$ cat src/rtl/uart_word_loader.sv
// 8N1 UART receiver that packs four bytes into little-endian 32-bit words
// and writes them to an instruction ROM with an auto-incrementing address.
module uart_word_loader #(
    parameter int CLKS_PER_BIT = 434,
    parameter int MAX_WORDS    = 64
) (
    input  logic        clk,
    input  logic        rst,
    input  logic        enable,
    input  logic        uart_rx,
    output logic [31:0] addr,
    output logic [31:0] data,
    output logic        wr,
    output logic        busy,
    output logic        frame_err,
    output logic        overflow
);
    localparam int CNT_W = $clog2(CLKS_PER_BIT);
    localparam logic [CNT_W-1:0] CNT_LAST = CNT_W'(CLKS_PER_BIT - 1);
    localparam logic [CNT_W-1:0] CNT_HALF = CNT_W'(CLKS_PER_BIT / 2 - 1);

    typedef enum logic [1:0] {IDLE, START, DATA, STOP} state_t;

    logic             rx_meta_q, rx_s_q;
    state_t           state_q, state_d;
    logic [CNT_W-1:0] cnt_q, cnt_d;
    logic [2:0]       bit_idx_q, bit_idx_d;
    logic [7:0]       shreg_q, shreg_d;
    logic [1:0]       byte_idx_q, byte_idx_d;
    logic [31:0]      data_q, data_d;
    logic [31:0]      addr_q, addr_d;
    logic             wr_q, wr_d;
    logic             frame_err_q, frame_err_d;
    logic             overflow_q, overflow_d;

    // Synchronizer idles high and is deliberately untouched by enable.
    always_ff @(posedge clk) begin
        if (rst) begin
            rx_meta_q <= 1'b1;
            rx_s_q    <= 1'b1;
        end else begin
            rx_meta_q <= uart_rx;
            rx_s_q    <= rx_meta_q;
        end
    end

    always_ff @(posedge clk) begin
        if (rst) begin
            state_q     <= IDLE;
            cnt_q       <= '0;
            bit_idx_q   <= '0;
            shreg_q     <= '0;
            byte_idx_q  <= '0;
            data_q      <= '0;
            addr_q      <= '0;
            wr_q        <= 1'b0;
            frame_err_q <= 1'b0;
            overflow_q  <= 1'b0;
        end else begin
            state_q     <= state_d;
            cnt_q       <= cnt_d;
            bit_idx_q   <= bit_idx_d;
            shreg_q     <= shreg_d;
            byte_idx_q  <= byte_idx_d;
            data_q      <= data_d;
            addr_q      <= addr_d;
            wr_q        <= wr_d;
            frame_err_q <= frame_err_d;
            overflow_q  <= overflow_d;
        end
    end

    always_comb begin
        state_d     = state_q;
        cnt_d       = cnt_q;
        bit_idx_d   = bit_idx_q;
        shreg_d     = shreg_q;
        byte_idx_d  = byte_idx_q;
        data_d      = data_q;
        addr_d      = addr_q;
        wr_d        = 1'b0;
        frame_err_d = 1'b0;
        overflow_d  = overflow_q;

        // Address advances in the cycle after the strobe so wr sees the old one.
        if (wr_q) addr_d = addr_q + 32'd1;

        case (state_q)
            IDLE: begin
                if (!rx_s_q) begin
                    state_d = START;
                    cnt_d   = '0;
                end
            end
            START: begin
                if (cnt_q == CNT_HALF) begin
                    cnt_d     = '0;
                    bit_idx_d = '0;
                    state_d   = rx_s_q ? IDLE : DATA;
                end else begin
                    cnt_d = cnt_q + 1'b1;
                end
            end
            DATA: begin
                if (cnt_q == CNT_LAST) begin
                    cnt_d     = '0;
                    shreg_d   = {rx_s_q, shreg_q[7:1]};
                    bit_idx_d = bit_idx_q + 3'd1;
                    if (bit_idx_q == 3'd7) state_d = STOP;
                end else begin
                    cnt_d = cnt_q + 1'b1;
                end
            end
            STOP: begin
                if (cnt_q == CNT_LAST) begin
                    cnt_d   = '0;
                    state_d = IDLE;
                    if (rx_s_q) begin
                        data_d[{byte_idx_q, 3'b000} +: 8] = shreg_q;
                        byte_idx_d = byte_idx_q + 2'd1;
                        if (byte_idx_q == 2'd3) begin
                            if (addr_q < 32'(MAX_WORDS)) wr_d = 1'b1;
                            else                         overflow_d = 1'b1;
                        end
                    end else begin
                        frame_err_d = 1'b1;
                    end
                end else begin
                    cnt_d = cnt_q + 1'b1;
                end
            end
            default: state_d = IDLE;
        endcase

        if (!enable) begin
            state_d     = IDLE;
            cnt_d       = '0;
            bit_idx_d   = '0;
            shreg_d     = '0;
            byte_idx_d  = '0;
            data_d      = '0;
            addr_d      = '0;
            wr_d        = 1'b0;
            frame_err_d = 1'b0;
            overflow_d  = 1'b0;
        end
    end

    assign addr      = addr_q;
    assign data      = data_q;
    assign wr        = wr_q;
    assign busy      = (state_q != IDLE);
    assign frame_err = frame_err_q;
    assign overflow  = overflow_q;
endmodule

$ cat config.mk
export PLATFORM = sky130hd
export DESIGN_NAME = uart_word_loader
export DESIGN_NICKNAME = d
export VERILOG_FILES = /design/src/rtl/uart_word_loader.sv
export SDC_FILE = /design/constraint.sdc
export NUM_CORES = 1
export LEC_CHECK = 0
export ABC_AREA = 1
export BUFFER_PORTS_ARGS = -buffer_cell sky130_fd_sc_hd__buf_2
export CAP_MARGIN = 20
export CORE_MARGIN = 3
export CORE_UTILIZATION = 45
export DETAILED_ROUTE_END_ITERATION = 10
export PLACE_DENSITY = 0.65
export SYNTH_ARGS = -nofsm -noshare
export SYNTH_HDL_FRONTEND = slang
export SYNTH_SLANG_ARGS = --single-unit
$ cat constraint.sdc
create_clock -name clk -period 7.21 [get_ports clk]
set_input_delay 0.3605 -clock clk [delete_from_list [all_inputs] [get_ports clk]]
set_output_delay 0.3605 -clock clk [all_outputs]
set_load 0.03 [all_outputs]
==> impl_results.md <==
- Period Utilization, post-route: 39.87%
- Switching part of the total: 23.67%
- Max clock buf depth: 2
- Total Routing Usage GR: 21.34%
- Cell Area, Placed: 5164 um2
- Area growth syn-to-layout: 12.52%
- Vias per inst: 5.056
- ANT cells: 0
- GRT overflow: 0
- Antenna violations before repair: 0
- Reg2reg path depth: 6
- ANT nets after route: 0
- Hold EP: rx_meta_q$_SDFF_PP1_
- Total power: 870.4 uW
- Lkg Pwr: 2.311 nW
- Clock share of power: 38.4%
- Seq/Total Area, Yosys: 39.15%
- CTS tree: done
- CP max stage delay: 890 ps
- Most common cell after layout, fill and taps aside: nand2_1
- Slew headroom: 43.40%
- Flop pwr share: 59.2%
- Row Count: 36
- Flop and latch count out of synthesis: 93
- Starting density of the core: 47.35%
- Vias in the first global route: 4329
- Clock Tree Root: clkbuf_8
- Reg-to-reg setup timing slack: 4340 ps
- Design area: 5351 um2
- Initial drt markers: 200
- # clock sinks: 93
- Hold Startpoint: uart_rx
- Commonest non-fill, non-tap cells in the layout: nand2_1, nor2_1, inv_1
- CTS H-tree depth: 3
- Final setup violation count: 0
- TritonRoute pass-1 iters: 5
- IO buf count: 71
- CP dominant cell by count: inv_1
- Chip Height: 108.8 um
- Core area: 10040 um2
- WP data arrival: 3200 ps
- Synth unique cells: 33
- Synthesis Warnings: 0
- RR Endpoint: data[20]$_SDFFE_PP0P_
- First-pass GRT wire length: 20.09 mm
- Setup_tns: 0 ps
- Final #Nets: 774
- PwrDens: 162.6 nW/um2
- Synthesized area: 4756 um2
- Min Tclk post-route: 2875 ps
- Maximum VDD drop: 0.1576 mV
- Routed WL per cell: 13.41 um
- Req. time, crit path: 7530 ps
- Max-cap violations: 0
- Resized Gates After CTS: 0
- CP max stage cell: dfxtp_1
- Final Hold Viols: 0
- Gpl congestion: 0.9386
- Syn Area/Cell: 6.794 um2
- Run status: finished, final reports clean
- TritonCTS buffer count: 9
- Setup crit start kind: register
- Critical Path Fanout Max: 27
- Post-DP HPWL: 9.003 mm
- Die width: 108.8 um
- Fmax: 347.9 MHz
- Crit path launch: byte_idx_q[0]$_SDFFE_PP0P_
- CP endpoint kind: register
- CP Cell Sequence: inv_1 -> ha_1 -> inv_1 -> nor4_1 -> o21ai_1 -> nor2_1
- Final WL: 12.03 mm
- Share of cells above drive strength 1: 14.92%
- Final Skew: 9.599 ps
- Setup repair bufs after CTS: 0
- Reg-to-reg startpoint: byte_idx_q[0]$_SDFFE_PP0P_
- Pins over their slew limit: 0
- Via count of the routed design: 4535
- Skew-Pair Late Insertion Delay: 380 ps
- Number of fillers in the final layout: 1023
- Worst-Margin Slew: 847.9 ps
- DRC errors left: 0
- Psw: 206.0 uW
- Hold path depth: 2
- RSZ-0062 raised after global routing: false
- Total I/O pin count: 72
- Largest net degree at the start of global routing: 50
- Clk slew on worst S/H paths: 90 ps
- Die footprint: 11840 um2
- Hold Worst Slack: 166.0 ps
- Post-Synthesis Cells: 700
- Syn_nets: 715
- WS Path Type: register to register
- Gate power share: 2.3%
- Hold Buf Count CTS: 0
- Worst Hold Class: input pin to register
- Internal: 664.4 uW
## per-layer routing
metal,up-vias,GRT usage (%),wire length [um]
met3,18,5.861,554
met1,2040,25.78,5390
met5,-,0,0
li1,2370,-,-
met4,0,7.574,238
met2,107,36.41,5843
## worst max-delay path: cells and delay by family (launching register included)
family                     cells  cell delay (ps)
buffers and inverters          2              550
and+or+nand+nor                2              430
adders and majority gates      1              820
DFF                            1              890
AOI/OAI and AO/OA              1              120
## flip-flops by register name, summed over array words and instances, names as in the netlist, named ones only
register	flops
shreg_q	8
addr	32
data	32
byte_idx_q	2
wr	1
rx_meta_q	1
rx_s_q	1
cnt_q	9
bit_idx_q	3
frame_err	1
overflow	1
state_q	1
## how the worst max path moves through the flow
| stage | endpoint | slack [ps] | depth (start not counted) |
|---|---|---|---|
| CTS | data[20]$_SDFFE_PP0P_ | 4370 | 6 |
| floorplan | data[14]$_SDFFE_PP0P_ | 4940 | 9 |
| finish | data[20]$_SDFFE_PP0P_ | 4340 | 6 |
| global route | data[17]$_SDFFE_PP0P_ | 4070 | 6 |
| detailed placement | data[20]$_SDFFE_PP0P_ | 4380 | 6 |
| global placement | data[23]$_SDFFE_PP0P_ | 4470 | 6 |
## cell usage after synthesis, drive strengths merged
master / count / area [um2]
a211oi: 1 / 7.510
or2: 6 / 37.54
nor2: 113 / 457.9
and3: 1 / 6.260
o21a: 1 / 7.510
xor2: 8 / 70.07
buf: 13 / 86.33
inv: 100 / 375.4
a21oi: 37 / 185.2
nor4: 18 / 112.6
nand4: 21 / 131.4
nand2: 142 / 545.5
ha: 11 / 137.6
o21ai: 45 / 232.7
dfxtp: 93 / 1862
xnor2: 2 / 17.52
clkbuf: 12 / 45.04
nor3: 16 / 85.08
nor3b: 4 / 35.03
nand3: 56 / 317.8
## cell families after synthesis
group / Yosys count / synth area share (%)
compound gates: 84 / 9.103
xor+xnor: 10 / 1.842
buf+inv: 125 / 10.65
simple gates: 377 / 36.36
fa+ha+maj: 11 / 2.894
flops: 93 / 39.15
## stage by stage
step | setup slack, ps | utilization [%] | cells
after floorplan | 4938 | - | 700
after global placement | 4473 | 51.41 | 881
after detailed placement | 4381 | 51.41 | 881
after CTS | 4365 | 53.28 | 897
after global routing | 4073 | 53.28 | 897
final | 4335 | 53.28 | 897
## final cells by class
| type | instances | area, um2 | share of cell area, % |
|---|---|---|---|
| tap | 133 | 166.4 | 3.110 |
| multi-input combinational | 482 | 2390 | 44.66 |
| sequential | 93 | 1862 | 34.79 |
| clock inverter | 4 | 32.53 | 0.6079 |
| clock buffer | 12 | 155.1 | 2.899 |
| timing repair buffer | 73 | 370.4 | 6.921 |
| inverter | 100 | 375.4 | 7.014 |
## power groups by stage
| stage | clock network (mW) | registers, mW | logic [mW] |
|---|---|---|---|
| after floorplan | 0 | 0.526 | 0.0158 |
| after global placement | 0 | 0.528 | 0.0200 |
| after detailed placement | 0 | 0.528 | 0.0203 |
| after CTS | 0.348 | 0.516 | 0.0204 |
| after global routing | 0.365 | 0.516 | 0.0230 |
| final | 0.334 | 0.516 | 0.0202 |
Note: power is estimated with default switching activity, not from simulation.
